===== src/rtl/uart_pkg.sv =====
// ---------------------------------------------------------------------------
// uart_pkg
// Shared definitions for the board's UART transmit and receive paths:
// data width, default line rate, baud counter width, frame-length constants
// and the transmitter state encoding.
//
// Build option: UART_TX_PARITY_EN adds an even-parity bit to the transmit
// frame and the corresponding TX_PARITY state.
// ---------------------------------------------------------------------------
package uart_pkg;

    localparam int DATA_WIDTH        = 8;
    localparam int BAUD_RATE_DEFAULT = 9600;
    localparam int BAUD_CNT_WIDTH    = 14;

    // Frame lengths in bit periods (start + data + [parity] + stop).
    localparam int FRAME_BITS_NO_PARITY = 10;
    localparam int FRAME_BITS_PARITY    = 11;

`ifdef UART_TX_PARITY_EN
    localparam int TX_FRAME_BITS = FRAME_BITS_PARITY;
`else
    localparam int TX_FRAME_BITS = FRAME_BITS_NO_PARITY;
`endif

    typedef enum logic [2:0] {
        TX_IDLE   = 3'd0,
        TX_START  = 3'd1,
        TX_DATA   = 3'd2,
`ifdef UART_TX_PARITY_EN
        TX_PARITY = 3'd3,
`endif
        TX_STOP   = 3'd4
    } tx_state_e;

    // Cycles per bit period; integer division truncates toward zero.
    function automatic int calcCntDiv(input int clkFreq, input int baudRate);
        return clkFreq / baudRate;
    endfunction

endpackage


===== src/rtl/uart_baud_gen.sv =====
// ---------------------------------------------------------------------------
// uart_baud_gen
// Parameterised bit-period divider. Counts 0..CNT_DIV-1 while enabled and
// emits a one-cycle tick on the last count, then wraps to 0. Disabling or
// clearing forces the count back to 0.
//
// Ports:
//   clk_100MHz  in   system clock
//   rst_n       in   asynchronous active-low reset
//   enable_i    in   count while high, hold at 0 while low
//   clear_i     in   restart the bit period from 0 on the next edge
//   tick_o      out  high during the final cycle of each bit period
// ---------------------------------------------------------------------------
module uart_baud_gen
    import uart_pkg::*;
#(
    parameter int CNT_DIV   = 10416,
    parameter int CNT_WIDTH = BAUD_CNT_WIDTH
) (
    input  logic clk_100MHz,
    input  logic rst_n,
    input  logic enable_i,
    input  logic clear_i,
    output logic tick_o
);

    localparam logic [CNT_WIDTH-1:0] CNT_MAX = CNT_WIDTH'(CNT_DIV - 1);

    logic [CNT_WIDTH-1:0] cnt_q;
    logic [CNT_WIDTH-1:0] cnt_d;

    // The tick deliberately ignores clear_i: the owner raises clear in the
    // same cycle it reacts to the tick, so gating on it would form a loop.
    always_comb begin
        tick_o = enable_i && (cnt_q == CNT_MAX);
        cnt_d  = cnt_q + CNT_WIDTH'(1);
        if (clear_i || !enable_i) begin
            cnt_d = '0;
        end else if (cnt_q == CNT_MAX) begin
            cnt_d = '0;
        end
    end

    always_ff @(posedge clk_100MHz or negedge rst_n) begin
        if (!rst_n) begin
            cnt_q <= '0;
        end else begin
            cnt_q <= cnt_d;
        end
    end

endmodule


===== src/rtl/uart_transmitter.sv =====
// ---------------------------------------------------------------------------
// uart_transmitter
// 8N1 serial transmitter, LSB first, with a one-byte holding register so
// consecutive frames leave back-to-back without an idle bit.
//
// Build option: UART_TX_PARITY_EN inserts an even-parity bit between data[7]
// and the stop bit (11-bit frame instead of 10).
//
// Parameters:
//   CLK_FREQ   system clock in Hz
//   BAUD_RATE  line rate in baud
// Ports:
//   clk_100MHz  in   system clock
//   rst_n       in   asynchronous active-low reset
//   tx_data     in   byte to send, taken when tx_valid && tx_ready
//   tx_valid    in   tx_data holds a byte
//   tx_ready    out  a byte can be accepted this cycle
//   TxD         out  registered serial line, idles high
//   busy        out  a frame is on the line (start through stop)
// ---------------------------------------------------------------------------
module uart_transmitter
    import uart_pkg::*;
#(
    parameter int CLK_FREQ  = 100_000_000,
    parameter int BAUD_RATE = BAUD_RATE_DEFAULT
) (
    input  logic                  clk_100MHz,
    input  logic                  rst_n,
    input  logic [DATA_WIDTH-1:0] tx_data,
    input  logic                  tx_valid,
    output logic                  tx_ready,
    output logic                  TxD,
    output logic                  busy
);

    localparam int CNT_DIV = calcCntDiv(CLK_FREQ, BAUD_RATE);

    tx_state_e             state_q, state_d;
    logic [DATA_WIDTH-1:0] shift_q, shift_d;
    logic [DATA_WIDTH-1:0] hold_q, hold_d;
    logic                  hold_full_q, hold_full_d;
    logic [2:0]            bit_idx_q, bit_idx_d;
    logic                  txd_q, txd_d;
    logic                  busy_q, busy_d;
`ifdef UART_TX_PARITY_EN
    logic                  parity_q, parity_d;
`endif

    logic                  baudTick;
    logic                  load;
    logic [DATA_WIDTH-1:0] loadData;
    logic                  accept;
    logic                  acceptDirect;

    // Bit-period timing; cleared on every shifter load so each frame starts
    // a fresh period, held at 0 while idle.
    uart_baud_gen #(
        .CNT_DIV   (CNT_DIV),
        .CNT_WIDTH (BAUD_CNT_WIDTH)
    ) u_baud_gen (
        .clk_100MHz (clk_100MHz),
        .rst_n      (rst_n),
        .enable_i   (state_q != TX_IDLE),
        .clear_i    (load),
        .tick_o     (baudTick)
    );

    assign accept = tx_valid && !hold_full_q;

    // Next-state logic. A byte reaches the shifter either straight from the
    // input (idle, or accepted exactly at the end of a stop bit with the hold
    // empty) or from the holding register at the end of a stop bit. Any other
    // accepted byte parks in the holding register.
    always_comb begin
        state_d      = state_q;
        shift_d      = shift_q;
        hold_d       = hold_q;
        hold_full_d  = hold_full_q;
        bit_idx_d    = bit_idx_q;
        load         = 1'b0;
        loadData     = tx_data;
        acceptDirect = 1'b0;
`ifdef UART_TX_PARITY_EN
        parity_d     = parity_q;
`endif

        case (state_q)
            TX_IDLE: begin
                if (accept) begin
                    load         = 1'b1;
                    acceptDirect = 1'b1;
                    state_d      = TX_START;
                end
            end
            TX_START: begin
                if (baudTick) begin
                    state_d   = TX_DATA;
                    bit_idx_d = 3'd0;
                end
            end
            TX_DATA: begin
                if (baudTick) begin
                    if (bit_idx_q == 3'd7) begin
`ifdef UART_TX_PARITY_EN
                        state_d = TX_PARITY;
`else
                        state_d = TX_STOP;
`endif
                    end else begin
                        bit_idx_d = bit_idx_q + 3'd1;
                        shift_d   = shift_q >> 1;
                    end
                end
            end
`ifdef UART_TX_PARITY_EN
            TX_PARITY: begin
                if (baudTick) begin
                    state_d = TX_STOP;
                end
            end
`endif
            TX_STOP: begin
                if (baudTick) begin
                    if (hold_full_q) begin
                        load        = 1'b1;
                        loadData    = hold_q;
                        hold_full_d = 1'b0;
                        state_d     = TX_START;
                    end else if (accept) begin
                        load         = 1'b1;
                        acceptDirect = 1'b1;
                        state_d      = TX_START;
                    end else begin
                        state_d = TX_IDLE;
                    end
                end
            end
            default: begin
                state_d = TX_IDLE;
            end
        endcase

        if (accept && !acceptDirect) begin
            hold_d      = tx_data;
            hold_full_d = 1'b1;
        end

        if (load) begin
            shift_d   = loadData;
            bit_idx_d = 3'd0;
`ifdef UART_TX_PARITY_EN
            parity_d  = ^loadData;
`endif
        end
    end

    // Line and busy are registered from the current state, so both lag the
    // state register by one cycle and stay aligned with each other.
    always_comb begin
        txd_d  = 1'b1;
        busy_d = (state_q != TX_IDLE);
        case (state_q)
            TX_START:  txd_d = 1'b0;
            TX_DATA:   txd_d = shift_q[0];
`ifdef UART_TX_PARITY_EN
            TX_PARITY: txd_d = parity_q;
`endif
            default:   txd_d = 1'b1;
        endcase
    end

    always_ff @(posedge clk_100MHz or negedge rst_n) begin
        if (!rst_n) begin
            state_q     <= TX_IDLE;
            shift_q     <= '0;
            hold_q      <= '0;
            hold_full_q <= 1'b0;
            bit_idx_q   <= 3'd0;
            txd_q       <= 1'b1;
            busy_q      <= 1'b0;
`ifdef UART_TX_PARITY_EN
            parity_q    <= 1'b0;
`endif
        end else begin
            state_q     <= state_d;
            shift_q     <= shift_d;
            hold_q      <= hold_d;
            hold_full_q <= hold_full_d;
            bit_idx_q   <= bit_idx_d;
            txd_q       <= txd_d;
            busy_q      <= busy_d;
`ifdef UART_TX_PARITY_EN
            parity_q    <= parity_d;
`endif
        end
    end

    assign tx_ready = !hold_full_q;
    assign TxD      = txd_q;
    assign busy     = busy_q;

endmodule


===== config.mk =====
export PLATFORM = sky130hd
export DESIGN_NAME = uart_transmitter
export DESIGN_NICKNAME = d
export VERILOG_FILES = /design/src/rtl/uart_pkg.sv /design/src/rtl/uart_baud_gen.sv /design/src/rtl/uart_transmitter.sv
export SDC_FILE = /design/constraint.sdc
export NUM_CORES = 1
export LEC_CHECK = 0
export BUFFER_PORTS_ARGS = -buffer_cell sky130_fd_sc_hd__buf_2
export CORE_MARGIN = 10
export CORE_UTILIZATION = 30
export DETAILED_ROUTE_END_ITERATION = 10
export SLEW_MARGIN = 20
export SYNTH_ARGS = -nofsm -noshare
export SYNTH_HDL_FRONTEND = slang
export SYNTH_HIERARCHICAL = 1
export SYNTH_SLANG_ARGS = --single-unit

===== constraint.sdc =====
create_clock -name clk_100MHz -period 3.64 [get_ports clk_100MHz]
set_input_delay 0.546 -clock clk_100MHz [delete_from_list [all_inputs] [get_ports clk_100MHz]]
set_output_delay 0.546 -clock clk_100MHz [all_outputs]
set_load 0.01 [all_outputs]

# --- Word-level counts from Yosys, hierarchy flattened ---
# Cells that the tools add are included.
totals:
  regBits: 39
  output_inout_bits: 3
  word_cells: 75
classes:
  add_sub_neg: 2
  n_eq_ne: 14
  mux: 33
  reduce_logical: 18
op_table:
  columns: ["operator", "n"]
  rows:
  - ["2-to-1 mux 8 bit", 7]
  - ["2-to-1 mux 14 bit", 2]
  - ["2-to-1 mux 3 bit", 9]
  - ["adder 14 x 1 -> 14 bit, second input constant", 1]
  - ["equality test 14 bit, second input constant", 1]
  - ["case mux 3 bit (4 select lines)", 1]
  - ["2-to-1 mux 1 bit", 10]
  - ["inequality test 2 bit, second input constant", 5]
  - ["inequality test 3 x 2 -> 1 bit, second input constant", 3]
  - ["nonzero test 2 bit", 4]
  - ["equality test 3 bit, second input constant", 2]
  - ["case mux 1 bit (2 select lines)", 3]
  - ["case mux 3 bit (2 select lines)", 1]
  - ["nonzero test 3 bit", 2]
  - ["AND reduction 5 bit", 1]
  - ["AND reduction 4 bit", 1]
  - ["adder 3 x 1 -> 3 bit, second input constant", 1]
  - ["equality test 3 x 1 -> 1 bit, second input constant", 1]
  - ["equality test 3 x 2 -> 1 bit, second input constant", 1]
  - ["logical AND 1 bit", 3]
  - ["logical NOT 1 bit", 3]
  - ["logical NOT 3 bit", 1]
  - ["AND reduction 3 bit", 1]
  - ["inequality test 2 x 1 -> 1 bit, second input constant", 1]
  - ["2 further kinds", 2]

# --- Longest topological paths before layout ---
# Gate-level depths: netlist of the first run.
logic_depth:
  ltp_word: 10
  depth_mapped: 11
  ltp_nobuf: 9

# --- Modules after synthesis ---
# The synthesis of the first run kept the hierarchy.
by_module_without_submodules:
  columns: ["mod", "n_inst", "cells_per_inst", "area_per_inst_um2", "seq_area_each_um2"]
  rows:
  - ["uart_transmitter", 1, 98, 1292.5, 626.9]
  - ["uart_baud_gen", 1, 78, 753.2, 350.3]

# --- Worst setup path before layout of the first run ---
# Ideal clock, no wire load.
synth_timing:
  path_kind: "reg2reg"
  from: "register u_baud_gen.cnt_q[8]"
  to: "register hold_q[0]"
  setup_time_ps: 125
  arrival_ps: 2456
  t_required_ps: 3515
  setup_slack_ps: 1058
  stages_incl_launch_ff: 10
  cell_sequence: "dfrtp_1 -> buf_6 -> nor4b_1 -> nand3_1 -> nor4_1 -> nand2b_2 -> nand2_1 -> and3_1 -> buf_6 -> mux2_4"
synth_between:
  elab_chain_cells: 6
synth_rtl:
  columns: ["element", "line_no", "text"]
  rows:
  - ["from (decl)", "uart_baud_gen.sv:29", "logic [CNT_WIDTH-1:0] cnt_q;"]
  - ["from (signal assigned)", "uart_baud_gen.sv:48", "cnt_q <= cnt_d;"]
  - ["equality test 14 bit", "uart_baud_gen.sv:35", "tick_o = enable_i && (cnt_q == CNT_MAX);"]
  - ["logical AND 1 bit", "uart_baud_gen.sv:35", null]
  - ["net baudTick", "uart_transmitter.sv:49", "logic baudTick;"]
  - ["2-to-1 mux 1 bit", "uart_transmitter.sv:123", "if (baudTick) begin"]
  - ["case mux 1 bit (2 select lines)", "uart_transmitter.sv:87", "case (state_q)"]
  - ["logical NOT 1 bit", "uart_transmitter.sv:143", "if (accept && !acceptDirect) begin"]
  - ["logical AND 1 bit", "uart_transmitter.sv:143", null]
  - ["to (signal assigned)", "uart_transmitter.sv:187", "hold_q <= hold_d;"]
  - ["to (decl)", "uart_transmitter.sv:40", "logic [DATA_WIDTH-1:0] hold_q, hold_d;"]
# The timed path passes the listed nets, and every way through them passes these cells.
# A chain may end at the register's enable or synchronous reset.

# --- Worst setup path in the final report of the first run ---
layout_timing:
  from: "register u_baud_gen.cnt_q[9]"
  to: "register hold_q[7]"
# Same word-level chain as after synthesis.

==> results of run 1 <==
-- state kept, by name (all words and copies together), names as in the netlist --
| signal | cells |
|---|---|
| u_baud_gen/cnt_q | 14 |
| hold_q | 8 |
| shift_q | 8 |
| bit_idx_q | 3 |
| state_q | 3 |
| TxD | 1 |
| busy | 1 |
| hold_full_q | 1 |
-- worst min-delay path by stage --
stage,startpoint,endpoint,slack (ps)
after detailed placement,shift_q[2],shift_q[1],470
after CTS,rst_n,u_baud_gen/cnt_q[13],410
after global routing,rst_n,u_baud_gen/cnt_q[11],450
final,rst_n,hold_full_q,370
after global placement,shift_q[6],shift_q[5],480
after floorplan,rst_n,bit_idx_q[0],250
-- worst reg2reg max path, cell delays in order, from the launching register on --
cell,delay [ps]
dfrtp_1,450
nor4b_1,310
nand3_1,190
nor4_1,300
buf_4,190
nand2b_2,170
nand2_1,70
and3_1,360
mux2_4,380
-- power groups by stage --
stage / combinational, mW / clock (mW) / sequential (mW)
6_report: 0.0306 / 0.278 / 0.445
5_1_grt: 0.0352 / 0.309 / 0.446
4_1_cts: 0.0320 / 0.288 / 0.445
3_5_place_dp: 0.0319 / 0 / 0.453
3_3_place_gp: 0.0312 / 0 / 0.453
2_1_floorplan: 0.0147 / 0 / 0.452
-- per-stage QoR --
| stage | hold WS, ps | power [mW] | instances | setup slack [ps] | utilization [%] |
|---|---|---|---|---|---|
| after floorplan | 250 | 0.467 | 176 | 1060 | - |
| after global placement | 481 | 0.484 | 265 | 1110 | 32.3 |
| after detailed placement | 472 | 0.485 | 265 | 1130 | 32.3 |
| after CTS | 410 | 0.764 | 273 | 1120 | 33.5 |
| after global routing | 453 | 0.790 | 273 | 903 | 33.5 |
| final | 369 | 0.754 | 273 | 1120 | 33.5 |
-- kinds of logic (layout without fill, tap and decap cells) --
| logic type | Yosys count | in the layout |
|---|---|---|
| AO/OA/AOI/OAI | 17 | 17 |
| XOR/XNOR | 12 | 12 |
| adder cells (fa/ha/maj) | 4 | 4 |
| buffers and inverters | 16 | 33 |
| flip-flops | 39 | 39 |
| multiplexers | 17 | 17 |
| AND/OR/NAND/NOR | 71 | 71 |
-- routing by layer --
layer / GRT usage, % / part of all wire (%) / routed length, um / up-vias
li1: - / - / - / 657
met1: 9.97 / 49 / 1680 / 651
met3: 2.41 / 4.6 / 158 / 5
met2: 11.1 / 45 / 1560 / 13
met5: 0 / 0 / 0 / -
met4: 3.36 / 1.8 / 61 / 0
-- synthesized netlist by cell type, types with 2 or more instances --
| master | number |
|---|---|
| dfrtp_1 | 38 |
| xnor2_1 | 10 |
| buf_6 | 4 |
| nand3_1 | 13 |
| o221ai_2 | 7 |
| nor3_1 | 4 |
| nand2_1 | 8 |
| mux2_4 | 8 |
| nor2_1 | 21 |
| xor2_1 | 2 |
| a22o_1 | 2 |
| mux2i_1 | 8 |
| nor4_1 | 4 |
| nand4_1 | 2 |
| a21oi_1 | 2 |
| inv_1 | 10 |
| or3_1 | 2 |
| ha_1 | 4 |
| nand2b_1 | 4 |
-- cell type report --
class | instances | area [um^2] | share of cell area (%)
flip-flops and latches | 39 | 977 | 43.4
multi-input cells | 121 | 977 | 43.4
repair buffers | 14 | 72.6 | 3.23
clock inverters | 1 | 5.00 | 0.222
inverters | 11 | 41.3 | 1.84
well taps | 80 | 100 | 4.45
clock buffers | 7 | 76.3 | 3.39
==> flow_summary_export.csv, run 1 <==
group,metric,value,unit
clocking,cts.clk_slew.worst_paths,70,ps
synthesis,yosys.area.top_type,"dfrtp_1",
global_routing,grt_max_degree,40,
sta,fin_crit,2520,ps
sta,rsz0062_at_grt,"false",
die,io-pin-count,14,
final_layout,final_area,2250,um^2
clocking,cts_inserted_buffers,5,
sta,post-route-period-util,69.3,%
global_routing,grt_pass1_vias,1367,
power,power.share.combinational,4.1,%
clocking,root_buffer,"clkbuf_8",
sta,worst_pin_slew,860,ps
synthesis,ys_top_cells_by_area,"dfrtp_1, mux2_4, o221ai_2, xnor2_1, mux2i_1",
routing,routedWlPerCell,12.7,um
die,initial_core_util,30.4,%
worst_setup_path,critPathSlowestCell,"dfrtp_1",
final_layout,nets,207,
worst_setup_path,path_depth,8,
synthesis,netlist_instances,176,
worst_setup_path,start_kind,"flop",
synthesis,synth_top_family_by_area,"simple AND/OR/NAND/NOR gates",
routing,ant_nets,0,
power,swShare,21.6,%
power,p_int,591,uW
final_layout,drive_above_1_share,25.4,%
power,seq_power_share,59.0,%
routing,vias_per_cell,4.86,
sta,slew_viol_final,0,
synthesis,synthAdderAreaFrac,2.45,%
final_layout,layout_common_cells,"dfrtp_1, nor2_1, nand3_1, buf_2",
worst_setup_path,r2r-start,"u_baud_gen/cnt_q[9]",
worst_setup_path,slowest_delay,450,ps
global_routing,grt.total_usage,7.58,%
routing,routed-via-count,1326,
synthesis,synth_warnings,6,
clocking,postCtsSetupBuffers,0,
clocking,cts_num_sinks,39,
worst_setup_path,reg2regPathDepth,8,
run,drv_cap,0,
placement,gp_congestion,0.816,
synthesis,synth_compound_area_share,9.17,%
routing,drt_iter0_drc,88,
power,p_switching,163,uW
die,dieArea,10500,um^2
routing,drc,0,
synthesis,async_flop_share,100,%
die,fp.dieH,103,um
final_layout,n_antenna_cell,0,
sta,setup_viol,0,
worst_setup_path,cp.arrival,2690,ps
clocking,h-tree-depth,2,
worst_setup_path,crit_family,"simple AND/OR/NAND/NOR gates",
status,status,"finished clean",
worst_hold_path,hold_class,"input pin to asynchronous set/reset pin",
clocking,cts_hold_buf,0,
clocking,cts_tree,"yes",
synthesis,synth_edf_count,0,
global_routing,grt_pass1_wl,6440,um
synthesis,synth-xor-area-share,5.14,%
worst_setup_path,cp-startpoint,"u_baud_gen/cnt_q[9]",
synthesis,ys.flop_type,"dfrtp_1",
die,core,6720,um^2
power,ir_worst_vdd,0.0995,mV
worst_setup_path,reg2reg_slack,1120,ps
sta,fin_skew,3.86,ps
sta,final.setup.tns,0,ps
global_routing,antenna_found_initial,0,
power,p_clk_share,36.9,%
routing,drt-total-wl,3460,um
worst_setup_path,endpoint,"hold_q[7]",
die,row_count,30,
power,powerDensity,335,nW/um^2
sta,fmax,396,MHz
die,dieWidth,103,um
sta,hold_viol,0,
clocking,clockBufferDepth,2,
clocking,insertion_delay,290,ps
sta,slew_headroom,42.7,%
worst_setup_path,path_cells,"nor4b_1, nand3_1, nor4_1, buf_4, nand2b_2, nand2_1, and3_1, mux2_4",
placement,place_area,2170,um^2
synthesis,synthSimpleGateAreaFrac,20.7,%
routing,firstDrtPassIters,4,
synthesis,seq_area_frac_synth,47.8,%
clocking,cts_resized,0,
worst_setup_path,rr_endpoint,"hold_q[7]",
final_layout,area_growth,9.97,%
worst_setup_path,path_buf_inv,1,
placement,io_buffers,13,
worst_setup_path,critPathMaxFanout,8,
synthesis,synth.avg_cell_area,11.6,um^2
synthesis,syn_area,2050,um^2
power,leakage,1.02,nW
synthesis,synthDistinctLibCells,42,
worst_setup_path,cp.required,3810,ps
placement,hpwlAfterDp,2500,um
synthesis,synth.mux.area_fraction,10.3,%
worst_setup_path,end_kind,"flop",
worst_setup_path,critPathKind,"flop to flop",
global_routing,grt-ovfl-total,0,
synthesis,yosys_register_bits,39,
final_layout,fillers,674,
final_layout,layout_commonest_cell,"dfrtp_1",
synthesis,synth_top_area_share,46.5,%
synthesis,postSynthNetCount,191,
(Power assumes the default switching activity.)
==> inputs of run 2 (changes only) <==
clock period = 2.3 ns   (was 3.64 ns; I/O delays follow)
==> flow_summary_export.csv, run 2 (synthesized netlist as in run 1, its figures left out) <==
group,metric,value,unit
status,status,"finished clean",
sta,setup_viol,0,
placement,gp_congestion,0.812,
die,initial_core_util,30.4,%
sta,slew_headroom,41.1,%
routing,firstDrtPassIters,4,
clocking,h-tree-depth,2,
routing,vias_per_cell,4.77,
final_layout,regMostFlops,"u_baud_gen/cnt_q",
final_layout,multi_input_area,1010,um^2
worst_setup_path,critPathMaxFanout,8,
worst_setup_path,slowest_delay,400,ps
clocking,root_buffer,"clkbuf_8",
global_routing,grt-ovfl-total,0,
sta,fin_crit,2180,ps
sta,rsz0062_at_grt,"false",
final_layout,n_antenna_cell,0,
die,row_count,30,
power,ir_worst_vdd,0.185,mV
clocking,insertion_delay,280,ps
power,seq_power_share,56.0,%
routing,drt-total-wl,3890,um
worst_setup_path,critPathSlowestCell,"dfrtp_1",
worst_setup_path,path_cells,"nor4b_2, nand3_2, nor4_4, nand2b_4, nand2_1, and3_2, mux2_4",
clocking,cts_tree,"yes",
die,dieWidth,103,um
placement,hpwlAfterDp,2840,um
power,leakage,1.14,nW
global_routing,grt_use_met3,2.82,%
worst_setup_path,reg2regPathDepth,7,
sta,hold_viol,0,
clocking,cts_inserted_buffers,5,
routing,routedWlPerCell,13.3,um
power,power.share.combinational,3.9,%
clocking,cts_num_sinks,39,
global_routing,grt_pass1_vias,1456,
clocking,clockBufferDepth,2,
sta,whs,187,ps
final_layout,largest_registers,"u_baud_gen/cnt_q: 14 flops, hold_q: 8 flops, shift_q: 8 flops",
worst_setup_path,start_kind,"flop",
worst_setup_path,cp.arrival,2350,ps
sta,fmax,458,MHz
routing,drt_iter0_drc,63,
worst_hold_path,hold_class,"input pin to asynchronous set/reset pin",
global_routing,grt_pass1_wl,6860,um
global_routing,antenna_found_initial,1,
final_layout,fillers,642,
global_routing,grtUsageMet1,10.9,%
power,p_switching,261,uW
global_routing,grt_max_degree,40,
die,fp.dieH,103,um
final_layout,drive_above_1_share,34.9,%
global_routing,top_usage_layer,"met2",
sta,fin_skew,6.40,ps
final_layout,area_growth,20.3,%
final_layout,nets,226,
die,core,6720,um^2
routing,routed-via-count,1394,
final_layout,fin_cells,292,
sta,worst_pin_slew,883,ps
final_layout,layout_commonest_cell,"dfrtp_1",
final_layout,layout_common_cells,"dfrtp_1, nor2_1, buf_4, buf_2, nand3_1",
global_routing,grtUsageMet2,12.0,%
clocking,cts_hold_buf,0,
placement,place_inst,284,
die,dieArea,10500,um^2
worst_setup_path,critPathKind,"flop to flop",
global_routing,grt.total_usage,8.14,%
power,p_clk_share,40.0,%
worst_setup_path,cp.required,2460,ps
run,drv_cap,0,
placement,io_buffers,13,
sta,slew_viol_final,0,
routing,ant_nets,0,
power,p_total,1.26,mW
power,swShare,20.8,%
clocking,cts.clk_slew.worst_paths,70,ps
routing,drc,0,
die,io-pin-count,14,
final_layout,ff_latch_area,977,um^2
power,p_int,996,uW
power,powerDensity,511,nW/um^2
final_layout,largest_register_ffs,14,
sta,post-route-period-util,94.9,%
worst_setup_path,end_kind,"flop",
run 2: area by class of cell:
type / instances / share of cell area [%]
inverters: 11 / 1.68
flip-flops and latches: 39 / 39.7
clock buffers: 8 / 4.07
well taps: 80 / 4.07
repair buffers: 33 / 9.25
multi-input cells: 121 / 41.2
run 2: path summary, 6_finish.rpt:
| path | startpoint | end | slack [ps] |
|---|---|---|---|
| min in group clk_100MHz | tx_data[2] | hold_q[2] | 300 |
| worst max register to register | u_baud_gen/cnt_q[12] | hold_q[7] | 120 |
| worst max-delay path | u_baud_gen/cnt_q[12] | hold_q[7] | 120 |
| max in group asynchronous | rst_n | hold_q[3] | 1570 |
| worst min register to register | shift_q[4] | shift_q[3] | 480 |
| worst min-delay path | rst_n | shift_q[4] | 190 |
run 2: per-stage QoR:
step	util (%)	area [um^2]	TNS, ps	setup WS (ps)
after floorplan	-	2070	0	35.1
after global placement	35.0	2350	0	64.5
after detailed placement	35.0	2350	-3.90	-1.76
after CTS	36.5	2450	0	33.7
after global routing	36.6	2460	0	22.7
final	36.6	2460	0	117
run 2: metal layers:
layer	vias to the layer above	share of wire, %
li1	690	-
met1	679	52
met2	16	42
met3	7	4.1
met4	2	1.2
met5	-	0.33
run 2: worst max-delay path, delay by kind of cell, from the launching register on:
| kind | cells | cell delay [ps] |
|---|---|---|
| DFF | 1 | 400 |
| muxes | 1 | 330 |
| and+or+nand+nor | 6 | 1340 |
run 2: repair_timing:
action                     in CTS  in global routing
pin swaps                       0                  0
setup endpoints to repair       8                 13
setup buffers                   0                  0
resized for setup               1                  2
run 2: power groups by stage:
stage	Combinational [mW]	Sequential (mW)	Clock (mW)
finish	0.0492	0.705	0.503
global route	0.0554	0.706	0.552
CTS	0.0511	0.704	0.526
detailed placement	0.0513	0.717	0
global placement	0.0496	0.718	0
floorplan	0.0232	0.716	0
==> inputs of run 3 (changes only) <==
BUFFER_PORTS_ARGS = -buffer_cell sky130_fd_sc_hd__buf_4   (was -buffer_cell sky130_fd_sc_hd__buf_2)
CORE_MARGIN = 5   (was 10)
SYNTH_HIERARCHICAL = default   (was 1)
==> flow_summary_export.csv, run 3 <==
group,metric,value,unit
status,status,"finished, violations left",
status,violations,"setup timing",
worst_setup_path,critPathMaxFanout,5,
routing,routedWlPerCell,12.9,um
clocking,clockBufferDepth,2,
synthesis,yosys_register_bits,39,
clocking,insertion_delay,290,ps
global_routing,grt.total_usage,10.0,%
worst_setup_path,end_kind,"flop",
sta,rsz0062_at_grt,"true",
worst_setup_path,start_kind,"flop",
die,initial_core_util,30.4,%
final_layout,n_antenna_cell,0,
worst_setup_path,path_buf_inv,0,
final_layout,layout_common_cells,"dfrtp_1, buf_4, nor2_1, mux2i_1, nand2_1",
synthesis,ys_top_cells_by_area,"dfrtp_1, mux2i_1, mux2_2, nor2_1, xnor2_1",
sta,whs,18.1,ps
worst_setup_path,critPathSlowestCell,"or4_4",
synthesis,synth_top_area_share,50.2,%
synthesis,synthTopCellsByCount,"dfrtp_1, nor2_1, mux2i_1",
clocking,cts.clk_slew.worst_paths,70,ps
synthesis,netlist_instances,168,
final_layout,largest_registers,"u_baud_gen.cnt_q: 14 flops, hold_q: 8 flops, shift_q: 8 flops",
sta,setup_viol,9,
global_routing,grt_max_degree,40,
placement,hpwlAfterDp,2510,um
synthesis,postSynthNetCount,182,
synthesis,synth.most_common_cell,"dfrtp_1",
sta,fmax,426,MHz
sta,slew_headroom,66.9,%
routing,drt_iter0_drc,119,
sta,worst_pin_slew,497,ps
die,io-pin-count,14,
clocking,cts_inserted_buffers,5,
power,powerDensity,632,nW/um^2
placement,place_area,2190,um^2
routing,routed-via-count,1333,
synthesis,yosys.area.top_type,"dfrtp_1",
die,core,6240,um^2
worst_setup_path,cp.arrival,2530,ps
power,ir_worst_vdd,0.230,mV
final_layout,drive_above_1_share,28.3,%
clocking,h-tree-depth,2,
clocking,cts_num_sinks,39,
sta,slew_viol_final,0,
global_routing,grt-ovfl-total,0,
global_routing,grt_pass1_vias,1345,
placement,io_buffers,13,
sta,post-route-period-util,102,%
sta,fin_crit,2350,ps
synthesis,seq_area_frac_synth,51.6,%
final_layout,largest_register_ffs,14,
synthesis,synth_warnings,0,
routing,drc,0,
synthesis,synth_edf_count,0,
final_layout,regMostFlops,"u_baud_gen.cnt_q",
worst_setup_path,path_cells,"or4b_4, or4_4, a2111oi_4, nor2_2, a221o_1",
placement,gp_congestion,0.741,
synthesis,syn_area,1890,um^2
global_routing,grt_pass1_wl,6080,um
clocking,cts_hold_buf,0,
die,dieWidth,89.5,um
clocking,root_buffer,"clkbuf_8",
synthesis,synth.avg_cell_area,11.3,um^2
routing,firstDrtPassIters,4,
synthesis,synthDistinctLibCells,38,
power,p_total,1.46,mW
die,fp.dieH,89.5,um
power,leakage,1.04,nW
final_layout,nets,218,
final_layout,area_growth,22.2,%
die,row_count,29,
worst_hold_path,hold_class,"input pin to asynchronous set/reset pin",
synthesis,async_flop_share,100,%
routing,vias_per_cell,4.73,
global_routing,antenna_found_initial,0,
sta,fin_skew,3.66,ps
synthesis,ys.flop_type,"dfrtp_1",
clocking,cts_tree,"yes",
worst_setup_path,slowest_delay,570,ps
final_layout,final_area,2310,um^2
final_layout,layout_commonest_cell,"dfrtp_1",
routing,ant_nets,0,
worst_setup_path,cp.required,2480,ps
run,drv_cap,0,
worst_setup_path,critPathKind,"flop to flop",
worst_setup_path,crit_family,"simple AND/OR/NAND/NOR gates",
sta,fin_ws,-48.7,ps
die,dieArea,8000,um^2
sta,hold_viol,0,
routing,drt-total-wl,3630,um
## run 3: changes by cell type in the layout (fill, tap and decap cells not counted), moves of 6 or more
cell | before | now
mux2_4 | 8 | 0
mux2i_1 | 8 | 17
a21oi_1 | 2 | 8
buf_4 | 19 | 32
buf_2 | 13 | 0
inv_1 | 10 | 3
o221ai_2 | 7 | 0
mux2_2 | 1 | 8
## run 3: what timing repair did
item | 4_1_cts | 5_1_grt
pin swaps | 0 | 3
setup endpoints to repair | 15 | 18
buffers inserted | 2 | 2
gates resized for setup | 3 | 1
## run 3: final cells by class
cell class              count  area, um^2
well taps                  77        96.3
fillers                   636        3930
multi-input cells         122         897
clock inverters             1        5.00
inverters                   3        11.3
clock buffers               7        76.3
repair buffers             33         251
flip-flops and latches     39         977
## run 3: worst paths after layout
check	start	endpoint	slack, ps	cells past startpoint
setup / recovery	u_baud_gen.cnt_q[12]	shift_q[5]	-50	5
hold / removal	rst_n	u_baud_gen.cnt_q[5]	20	1
setup reg to reg	u_baud_gen.cnt_q[12]	shift_q[5]	-50	5
hold reg to reg	u_baud_gen.cnt_q[0]	u_baud_gen.cnt_q[0]	480	1
max in group asynchronous	rst_n	TxD	1920	1
min in group clk_100MHz	tx_data[1]	hold_q[1]	290	2
## run 3: power breakdown
part           internal, mW  switching, mW  total, mW
clock network         0.213          0.234      0.447
logic                0.0977         0.0822      0.180
registers             0.776         0.0592      0.835
## run 3: kinds of logic after synthesis
family                   after synthesis  share of synthesized area, %
AND/OR/NAND/NOR                       60                          16.6
flip-flops                            39                          51.6
multiplexers                          25                          13.7
AO/OA/AOI/OAI                         22                          8.65
XOR/XNOR                              12                          5.55
buffers and inverters                  7                          1.85
adder cells (fa/ha/maj)                3                          1.98
## run 3: metrics by stage
step / std cells / utilization [%] / setup WS, ps / TNS, ps
floorplan: 168 / - / -359 / -2150
global placement: 270 / 35.1 / -25.2 / -165
detailed placement: 270 / 35.1 / -69.2 / -442
CTS: 280 / 36.8 / -24.8 / -132
global route: 282 / 37.1 / -122 / -1200
finish: 282 / 37.1 / -48.7 / -268
## run 3: worst reg2reg max path, cell delays in order, from the launching register on
cell	delay [ps]
dfrtp_1	380
or4b_4	540
or4_4	570
a2111oi_4	370
nor2_2	90
a221o_1	290
## run 3: layer usage
metal	vias to the layer above	track usage [%]	wire [um]
met5	-	0	0
met4	0	4.06	54
met3	5	3.23	132
met1	641	12.5	1740
li1	669	-	-
met2	18	16.1	1700
